[src/rtl/activ_ctrl_pkg.sv]
// rtl/activ_ctrl_pkg.sv - shared types and default sizes for the activation SR sequencer
package activ_ctrl_pkg;

  localparam int PA    = 8;
  localparam int W_CNT = 8;

  typedef enum logic [1:0] {
    IDLE  = 2'd0,
    LOAD  = 2'd1,
    SHIFT = 2'd2,
    CLEAR = 2'd3
  } activ_state_t;

endpackage

[src/rtl/activ_sr_ctrl_if.sv]
// rtl/activ_sr_ctrl_if.sv - job, activation handshake and SR control bundle
interface activ_sr_ctrl_if #(
  parameter int Pa    = activ_ctrl_pkg::PA,
  parameter int W_CNT = activ_ctrl_pkg::W_CNT
);
  localparam int IW = $clog2(Pa);

  logic             start;
  logic             abort;
  logic [W_CNT-1:0] cfg_words;
  logic             act_valid;
  logic             act_ready;
  logic             smac_ready;
  logic             sr_w_en;
  logic             sr_s_en;
  logic             sr_cl_en;
  logic             bit_valid;
  logic [IW-1:0]    bit_idx;
  logic             bit_last;
  logic             word_last;
  logic             busy;
  logic             done;

  // master = the sequencer, slave = job source / SR bank / SMAC side
  modport master (
    input  start, abort, cfg_words, act_valid, smac_ready,
    output act_ready, sr_w_en, sr_s_en, sr_cl_en, bit_valid,
           bit_idx, bit_last, word_last, busy, done
  );

  modport slave (
    output start, abort, cfg_words, act_valid, smac_ready,
    input  act_ready, sr_w_en, sr_s_en, sr_cl_en, bit_valid,
           bit_idx, bit_last, word_last, busy, done
  );

endinterface

[src/rtl/activ_bit_cnt.sv]
// rtl/activ_bit_cnt.sv - modulo-Pa bit position counter for the activation shift
module activ_bit_cnt #(
  parameter int Pa = activ_ctrl_pkg::PA,
  localparam int IW = $clog2(Pa)
) (
  input  logic          clk,
  input  logic          rst_n,
  input  logic          clr,
  input  logic          inc,
  output logic [IW-1:0] bit_idx,
  output logic          bit_last
);

  localparam logic [IW-1:0] LAST = IW'(Pa - 1);

  logic [IW-1:0] cnt_q;
  logic [IW-1:0] cnt_d;

  always_comb begin
    cnt_d = cnt_q;
    if (clr) begin
      cnt_d = '0;
    end else if (inc) begin
      cnt_d = (cnt_q == LAST) ? '0 : cnt_q + IW'(1);
    end
  end

  always_ff @(posedge clk) begin
    if (!rst_n) begin
      cnt_q <= '0;
    end else begin
      cnt_q <= cnt_d;
    end
  end

  assign bit_idx  = cnt_q;
  assign bit_last = (cnt_q == LAST);

endmodule

[src/rtl/activ_sr_ctrl.sv]
// rtl/activ_sr_ctrl.sv - load/shift/clear sequencer for the activation shift-register bank
module activ_sr_ctrl #(
  parameter int Pa    = activ_ctrl_pkg::PA,
  parameter int W_CNT = activ_ctrl_pkg::W_CNT
) (
  input  logic            clk,
  input  logic            rst_n,
  activ_sr_ctrl_if.master bus
);
  import activ_ctrl_pkg::*;

  localparam int IW = $clog2(Pa);

  activ_state_t     state_q, state_d;
  logic [W_CNT-1:0] words_left_q, words_left_d;

  logic          cnt_clr;
  logic          cnt_inc;
  logic [IW-1:0] cnt_idx;
  logic          cnt_last;

  logic act_ready_c;
  logic w_en_c;
  logic s_en_c;
  logic cl_en_c;
  logic bit_valid_c;
  logic done_c;

  activ_bit_cnt #(.Pa(Pa)) u_bit_cnt (
    .clk      (clk),
    .rst_n    (rst_n),
    .clr      (cnt_clr),
    .inc      (cnt_inc),
    .bit_idx  (cnt_idx),
    .bit_last (cnt_last)
  );

  always_comb begin
    state_d      = state_q;
    words_left_d = words_left_q;
    cnt_clr      = 1'b0;
    cnt_inc      = 1'b0;
    act_ready_c  = 1'b0;
    w_en_c       = 1'b0;
    s_en_c       = 1'b0;
    cl_en_c      = 1'b0;
    bit_valid_c  = 1'b0;
    done_c       = 1'b0;

    unique case (state_q)
      IDLE: begin
        if (bus.start) begin
          cnt_clr = 1'b1;
          if (bus.cfg_words == '0) begin
            state_d = CLEAR;
          end else begin
            words_left_d = bus.cfg_words;
            state_d      = LOAD;
          end
        end
      end

      LOAD: begin
        if (bus.abort) begin
          cnt_clr = 1'b1;
          state_d = CLEAR;
        end else begin
          act_ready_c = 1'b1;
          w_en_c      = bus.act_valid;
          if (bus.act_valid) begin
            cnt_clr      = 1'b1;
            words_left_d = words_left_q - W_CNT'(1);
            state_d      = SHIFT;
          end
        end
      end

      SHIFT: begin
        bit_valid_c = 1'b1;
        if (bus.abort) begin
          cnt_clr = 1'b1;
          state_d = CLEAR;
        end else if (bus.smac_ready) begin
          if (!cnt_last) begin
            s_en_c  = 1'b1;
            cnt_inc = 1'b1;
          end else if (words_left_q != '0 && bus.act_valid) begin
            // sign bit leaves as the next word lands: no bubble between words
            w_en_c       = 1'b1;
            act_ready_c  = 1'b1;
            cnt_clr      = 1'b1;
            words_left_d = words_left_q - W_CNT'(1);
          end else if (words_left_q != '0) begin
            s_en_c  = 1'b1;
            state_d = LOAD;
          end else begin
            s_en_c  = 1'b1;
            state_d = CLEAR;
          end
        end
      end

      CLEAR: begin
        cl_en_c = 1'b1;
        done_c  = 1'b1;
        state_d = IDLE;
      end

      default: begin
        state_d = IDLE;
      end
    endcase
  end

  always_ff @(posedge clk) begin
    if (!rst_n) begin
      state_q      <= IDLE;
      words_left_q <= '0;
    end else begin
      state_q      <= state_d;
      words_left_q <= words_left_d;
    end
  end

  assign bus.act_ready = act_ready_c;
  assign bus.sr_w_en   = w_en_c;
  assign bus.sr_s_en   = s_en_c;
  assign bus.sr_cl_en  = cl_en_c;
  assign bus.bit_valid = bit_valid_c;
  assign bus.done      = done_c;
  assign bus.busy      = (state_q != IDLE);
  assign bus.bit_idx   = (state_q == SHIFT) ? cnt_idx : '0;
  assign bus.bit_last  = (state_q == SHIFT) && cnt_last;
  assign bus.word_last = (state_q == SHIFT) && (words_left_q == '0);

endmodule
[src/flat_wrapper.sv]
// flat-port wrapper written by rule: the top's interface ports become plain ports
module activ_sr_ctrl_flat import activ_ctrl_pkg::*;
#(
  parameter int Pa    = activ_ctrl_pkg::PA,
  parameter int W_CNT = activ_ctrl_pkg::W_CNT
)
  (clk, rst_n, bus_start, bus_abort, bus_cfg_words, bus_act_valid, bus_smac_ready, bus_act_ready, bus_sr_w_en, bus_sr_s_en, bus_sr_cl_en, bus_bit_valid, bus_bit_idx, bus_bit_last, bus_word_last, bus_busy, bus_done);
  activ_sr_ctrl_if #(.Pa(Pa), .W_CNT(W_CNT)) bus_i ();
  input  logic clk;
  input  logic rst_n;
  input wire logic [$bits(bus_i.start)-1:0] bus_start;
  input wire logic [$bits(bus_i.abort)-1:0] bus_abort;
  input wire logic [$bits(bus_i.cfg_words)-1:0] bus_cfg_words;
  input wire logic [$bits(bus_i.act_valid)-1:0] bus_act_valid;
  input wire logic [$bits(bus_i.smac_ready)-1:0] bus_smac_ready;
  output wire logic [$bits(bus_i.act_ready)-1:0] bus_act_ready;
  output wire logic [$bits(bus_i.sr_w_en)-1:0] bus_sr_w_en;
  output wire logic [$bits(bus_i.sr_s_en)-1:0] bus_sr_s_en;
  output wire logic [$bits(bus_i.sr_cl_en)-1:0] bus_sr_cl_en;
  output wire logic [$bits(bus_i.bit_valid)-1:0] bus_bit_valid;
  output wire logic [$bits(bus_i.bit_idx)-1:0] bus_bit_idx;
  output wire logic [$bits(bus_i.bit_last)-1:0] bus_bit_last;
  output wire logic [$bits(bus_i.word_last)-1:0] bus_word_last;
  output wire logic [$bits(bus_i.busy)-1:0] bus_busy;
  output wire logic [$bits(bus_i.done)-1:0] bus_done;
  assign bus_i.start = bus_start;
  assign bus_i.abort = bus_abort;
  assign bus_i.cfg_words = bus_cfg_words;
  assign bus_i.act_valid = bus_act_valid;
  assign bus_i.smac_ready = bus_smac_ready;
  assign bus_act_ready = bus_i.act_ready;
  assign bus_sr_w_en = bus_i.sr_w_en;
  assign bus_sr_s_en = bus_i.sr_s_en;
  assign bus_sr_cl_en = bus_i.sr_cl_en;
  assign bus_bit_valid = bus_i.bit_valid;
  assign bus_bit_idx = bus_i.bit_idx;
  assign bus_bit_last = bus_i.bit_last;
  assign bus_word_last = bus_i.word_last;
  assign bus_busy = bus_i.busy;
  assign bus_done = bus_i.done;
  activ_sr_ctrl #(.Pa(Pa), .W_CNT(W_CNT)) u_core (.clk(clk), .rst_n(rst_n), .bus(bus_i));
endmodule
[config.mk]
export PLATFORM = sky130hd
export DESIGN_NAME = activ_sr_ctrl_flat
export DESIGN_NICKNAME = d
export VERILOG_FILES = /design/src/rtl/activ_ctrl_pkg.sv /design/src/rtl/activ_sr_ctrl_if.sv /design/src/rtl/activ_bit_cnt.sv /design/src/rtl/activ_sr_ctrl.sv /design/src/flat_wrapper.sv
export SDC_FILE = /design/constraint.sdc
export NUM_CORES = 1
export LEC_CHECK = 0
export CELL_PAD_IN_SITES_DETAIL_PLACEMENT = 1
export CELL_PAD_IN_SITES_GLOBAL_PLACEMENT = 1
export CORE_MARGIN = 3
export CORE_UTILIZATION = 30
export CTS_BUF_LIST = sky130_fd_sc_hd__clkbuf_8
export DETAILED_ROUTE_END_ITERATION = 7
export PLACE_DENSITY_LB_ADDON = 0.1
export SLEW_MARGIN = 30
export SYNTH_ARGS = -nofsm -noshare
export SYNTH_HDL_FRONTEND = slang
export SYNTH_HIERARCHICAL = 1
export SYNTH_SLANG_ARGS = --single-unit
export TNS_END_PERCENT = 10
[constraint.sdc]
create_clock -name clk -period 2.4 [get_ports clk]
set_input_delay 0.48 -clock clk [delete_from_list [all_inputs] [get_ports clk]]
set_output_delay 0.48 -clock clk [all_outputs]
set_load 0.05 [all_outputs]
==> results of run 1 <==
==> cells in the mapped netlist, types with 2 or more instances <==
library cell / instances
nor3b_1: 2
and2_1: 6
nor3_1: 3
inv_1: 7
o21ai_0: 6
a211oi_1: 3
nor2_1: 8
and3_1: 2
mux2i_1: 5
nand3_1: 3
clkbuf_1: 4
dfxtp_1: 13
a311oi_1: 2
a31oi_1: 3
nand2b_1: 5
or3_1: 2
nor2b_1: 3
o31a_1: 2
nand2_1: 11
ha_1: 8
nand4_1: 3
a21oi_1: 4
and4_1: 2
o2bb2ai_1: 2
==> cell type report <==
class	count	area share, %
inverter	8	1.76
clock inverter	1	0.220
multi-input combinational	111	51.9
sequential	13	15.4
tap	46	3.37
clock buffer	3	2.42
timing repair buffer	43	24.9
==> per-layer routing <==
layer | wire, microns | up-vias | GRT usage, %
met5 | 0 | - | 0
met4 | 109 | 0 | 6.08
met3 | 218 | 11 | 3.00
met2 | 1940 | 49 | 33.4
met1 | 1700 | 614 | 21.4
li1 | - | 605 | -
==> through the flow <==
step	area (sq um)	setup slack [ns]	total power [mW]	setup TNS, ns
2_1_floorplan	1180	0.00526	1.27	0
3_3_place_gp	1590	0.0751	1.75	0
3_5_place_dp	1590	0.0246	1.79	0
4_1_cts	1650	0.0160	2.00	0
5_1_grt	1710	-0.0178	2.22	-0.0178
6_report	1710	0.0964	2.07	0
==> path summary, 6_finish.rpt <==
kind	slack [ns]	to	startpoint	cells after the start
setup / recovery	0.1	bus_sr_w_en	bus_smac_ready	6
hold reg to reg	0.51	u_core/u_bit_cnt/bit_idx[1]	u_core/u_bit_cnt/bit_idx[1]	2
setup reg to reg	0.27	u_core/words_left_q[7]	u_core/state_q[0]	7
hold / removal	0.51	u_core/u_bit_cnt/bit_idx[1]	u_core/u_bit_cnt/bit_idx[1]	2
==> what timing repair did <==
action	in CTS	in global routing
resized for setup	2	5
setup endpoints to repair	1	4
setup buffers	0	6
pin swaps	0	2
==> state kept, by name, summed over array words and instances, names as in the netlist <==
signal and count:
u_core/u_bit_cnt/bit_idx 3, u_core/words_left_q 8, u_core/state_q 2
==> report_power, final <==
group	switching (mW)	total, mW	internal [mW]
sequential	0.0730	0.348	0.275
clock	0.0867	0.200	0.113
combinational	0.832	1.52	0.689
==> critical path: cells and delay by family <==
| family | cells | cell delay (ns) |
|---|---|---|
| buffers and inverters | 2 | 0.71 |
| and+or+nand+nor | 3 | 0.47 |
| AOI/OAI and AO/OA | 1 | 0.17 |
==> logic make-up (layout without fill, tap and decap cells) <==
logic type | count (synthesis) | count (layout) | synth area share [%]
muxes | 5 | 5 | 4.39
buffers and inverters | 13 | 55 | 4.61
adders and majority gates | 8 | 8 | 8.78
DFF | 13 | 13 | 22.8
xor gates and xnor gates | 1 | 1 | 0.769
AOI/OAI and AO/OA | 37 | 37 | 25.2
and+or+nand+nor | 60 | 60 | 33.4
==> results, run 1 <==
- Leaving out fill and tap cells, the most frequent cells in the layout are buf_4, clkdlybuf4s50_1, nand2_1, dfxtp_1.
- In this run the clock root is driven by a clkbuf_8.
- The delay of the slowest cell on the worst path is 0.53 ns.
- The maximum fanout count along the critical path is 4.
- The global-route wire length before repair is around 6.3 mm.
- The flow ran to the end, and the final reports show no timing, DRC or antenna violations.
- Data on the critical path is required at its endpoint by about 1.9 ns.
- The die is between 60 and 70 microns wide.
- The post-route core utilization is ~50%.
- Synthesis inferred 13 register bits.
- After technology mapping, the gate count stands at 137.
- The clock-pin slew on the worst setup and hold paths is around 0.050 ns.
- The total instance count after detailed placement is between 200 and 250.
- VDD sags by at most 0.468 mV.
- The critical path goes through clkdlybuf4s50_1, nand3_1, a31oi_2, nor2_1, nor4b_4, buf_12.
- The weighted congestion reported at the end of routability-driven placement is roughly 0.80.
- The count of endpoints failing setup in the final report is 0.
- The TritonCTS sink count is 13.
- Summing the sequential cell areas from Yosys gives a little under a quarter of the chip area.
- The minimum period implied by the final worst setup slack is 2.30 ns.
- Of the available clock period, the critical path in the final layout requires 96.0%.
- The path class of the tightest hold or removal check is reg -> reg.
- The actual slew at the worst max-slew pin is 0.501 ns.
- Registers take around 260 sq um.
- For this run, the total global-route usage over all layers was measured as between 10% and 20%.
- In this run, the number of DRC markers left after iteration 0 of detailed routing was 55.
- Entering global routing, the biggest net connects 16 pins.
- The slowest stage cell on the critical path is clkdlybuf4s50_1.
- The final max-slew violation count is 0.
- The hold slack is 0.507 ns.
- The routed via count divided by cell count is roughly 5.7.
- The count of filler cells inserted in the layout is about 420.
- On the final layout, the worst clock skew is around 0.0074 ns.
- The number of synthesized flops with an enable pin is 0.
- Row generation in the floorplan step produced 21 rows.
- The number of buffer cells added on primary ports is 25.
- The share of layout cells above drive strength 1 is between 20% and 30%.
- The count of distinct cell types in the synthesized netlist is 52.
- The worst setup path is of the in -> out kind.
- Setup repair after global routing could not meet its margin everywhere.
- The top cell type by area accounts for about 23% of the synthesized area.
- The average wire length per cell after detail routing is 17.6 microns.
- The TritonCTS clock tree is done.
- The number of nets still failing antenna checks after routing is 0.
- CTS built an H-tree with a depth of 1.
- The count of antenna diodes in the layout is 0.
- Ranked by total cell area, the synthesized netlist is headed by dfxtp_1, ha_1, mux2i_1.
- STA classifies the critical path endpoint as an output port.
- The worst-case headroom to the max-slew limit is approximately two thirds.
- The yosys synthesis warning count is 6.
- The final layout contains routed wiring with a total length of ~4.0 mm.
- The number of buffers inserted by hold repair at cts is 0.
- The worst setup path is launched from an input port.
- The most common library cell in the layout ignoring fill and taps is buf_4.
- In this run the deepest clock path goes through 2 buffers.
- The number of hold violations in the final report is 0.
- For this run, the leading register cell type out of synthesis is dfxtp_1.
- The initial antenna violation count is 0.
- The via count of the first global-routing pass is ~1300.
- The synthesized area per cell is approximately 8.3 sq um.
- The post-synth net total is 159.
- The die covers 4580 sq um.
- The number of maximum-capacitance violations is 0.
- The total overflow reported by the global router is 0.
- After the last flow step, the layout net total stands at a little over 200.
- The synthesis-to-finish area growth is 49.8%.
- The cell taking the most area after synthesis is dfxtp_1.
- In the routed design, unresolved DRC markers number 0.
- For this run, the detailed router's first-pass iteration total came to 4.
- The area of the core is ~3500 sq um.
- The initial standard-cell utilization of the core is around a third.
- The combined area of all synthesized cells is 1140 sq um.
- The via count is roughly 1300.
- The area of the multi-input gates is just under 900 sq um.
- In the synthesized netlist the async set-or-reset flop fraction comes to 0%.
- The finished layout holds 225 standard cells, fillers aside.
- The count of boundary I/O pins is 26.
- The leakage power figure is 0.704 nW.
- Based on the critical path, the design can be clocked at up to between 400 and 500 MHz.
- The critical path arrival is between 1.5 and 2 ns.
- The HPWL after detailed placement is 2.99 mm.
- Clock latency on the worst-skew pair, taken at its later pin, is approximately 0.25 ns.
- Dividing total power by cell area gives a power density of between 1000 and 1500 nW/um^2.
- The chip height is between 60 and 70 microns.
- The number of buffers created by CTS is 3.
(Power assumes the default switching activity.)
==> run 2, diff against run 1 <==
- HOLD_SLACK_MARGIN: unset -> 0.03
==> results of run 2 <==
Final layout, timing and power as in run 1 (identical DEF).
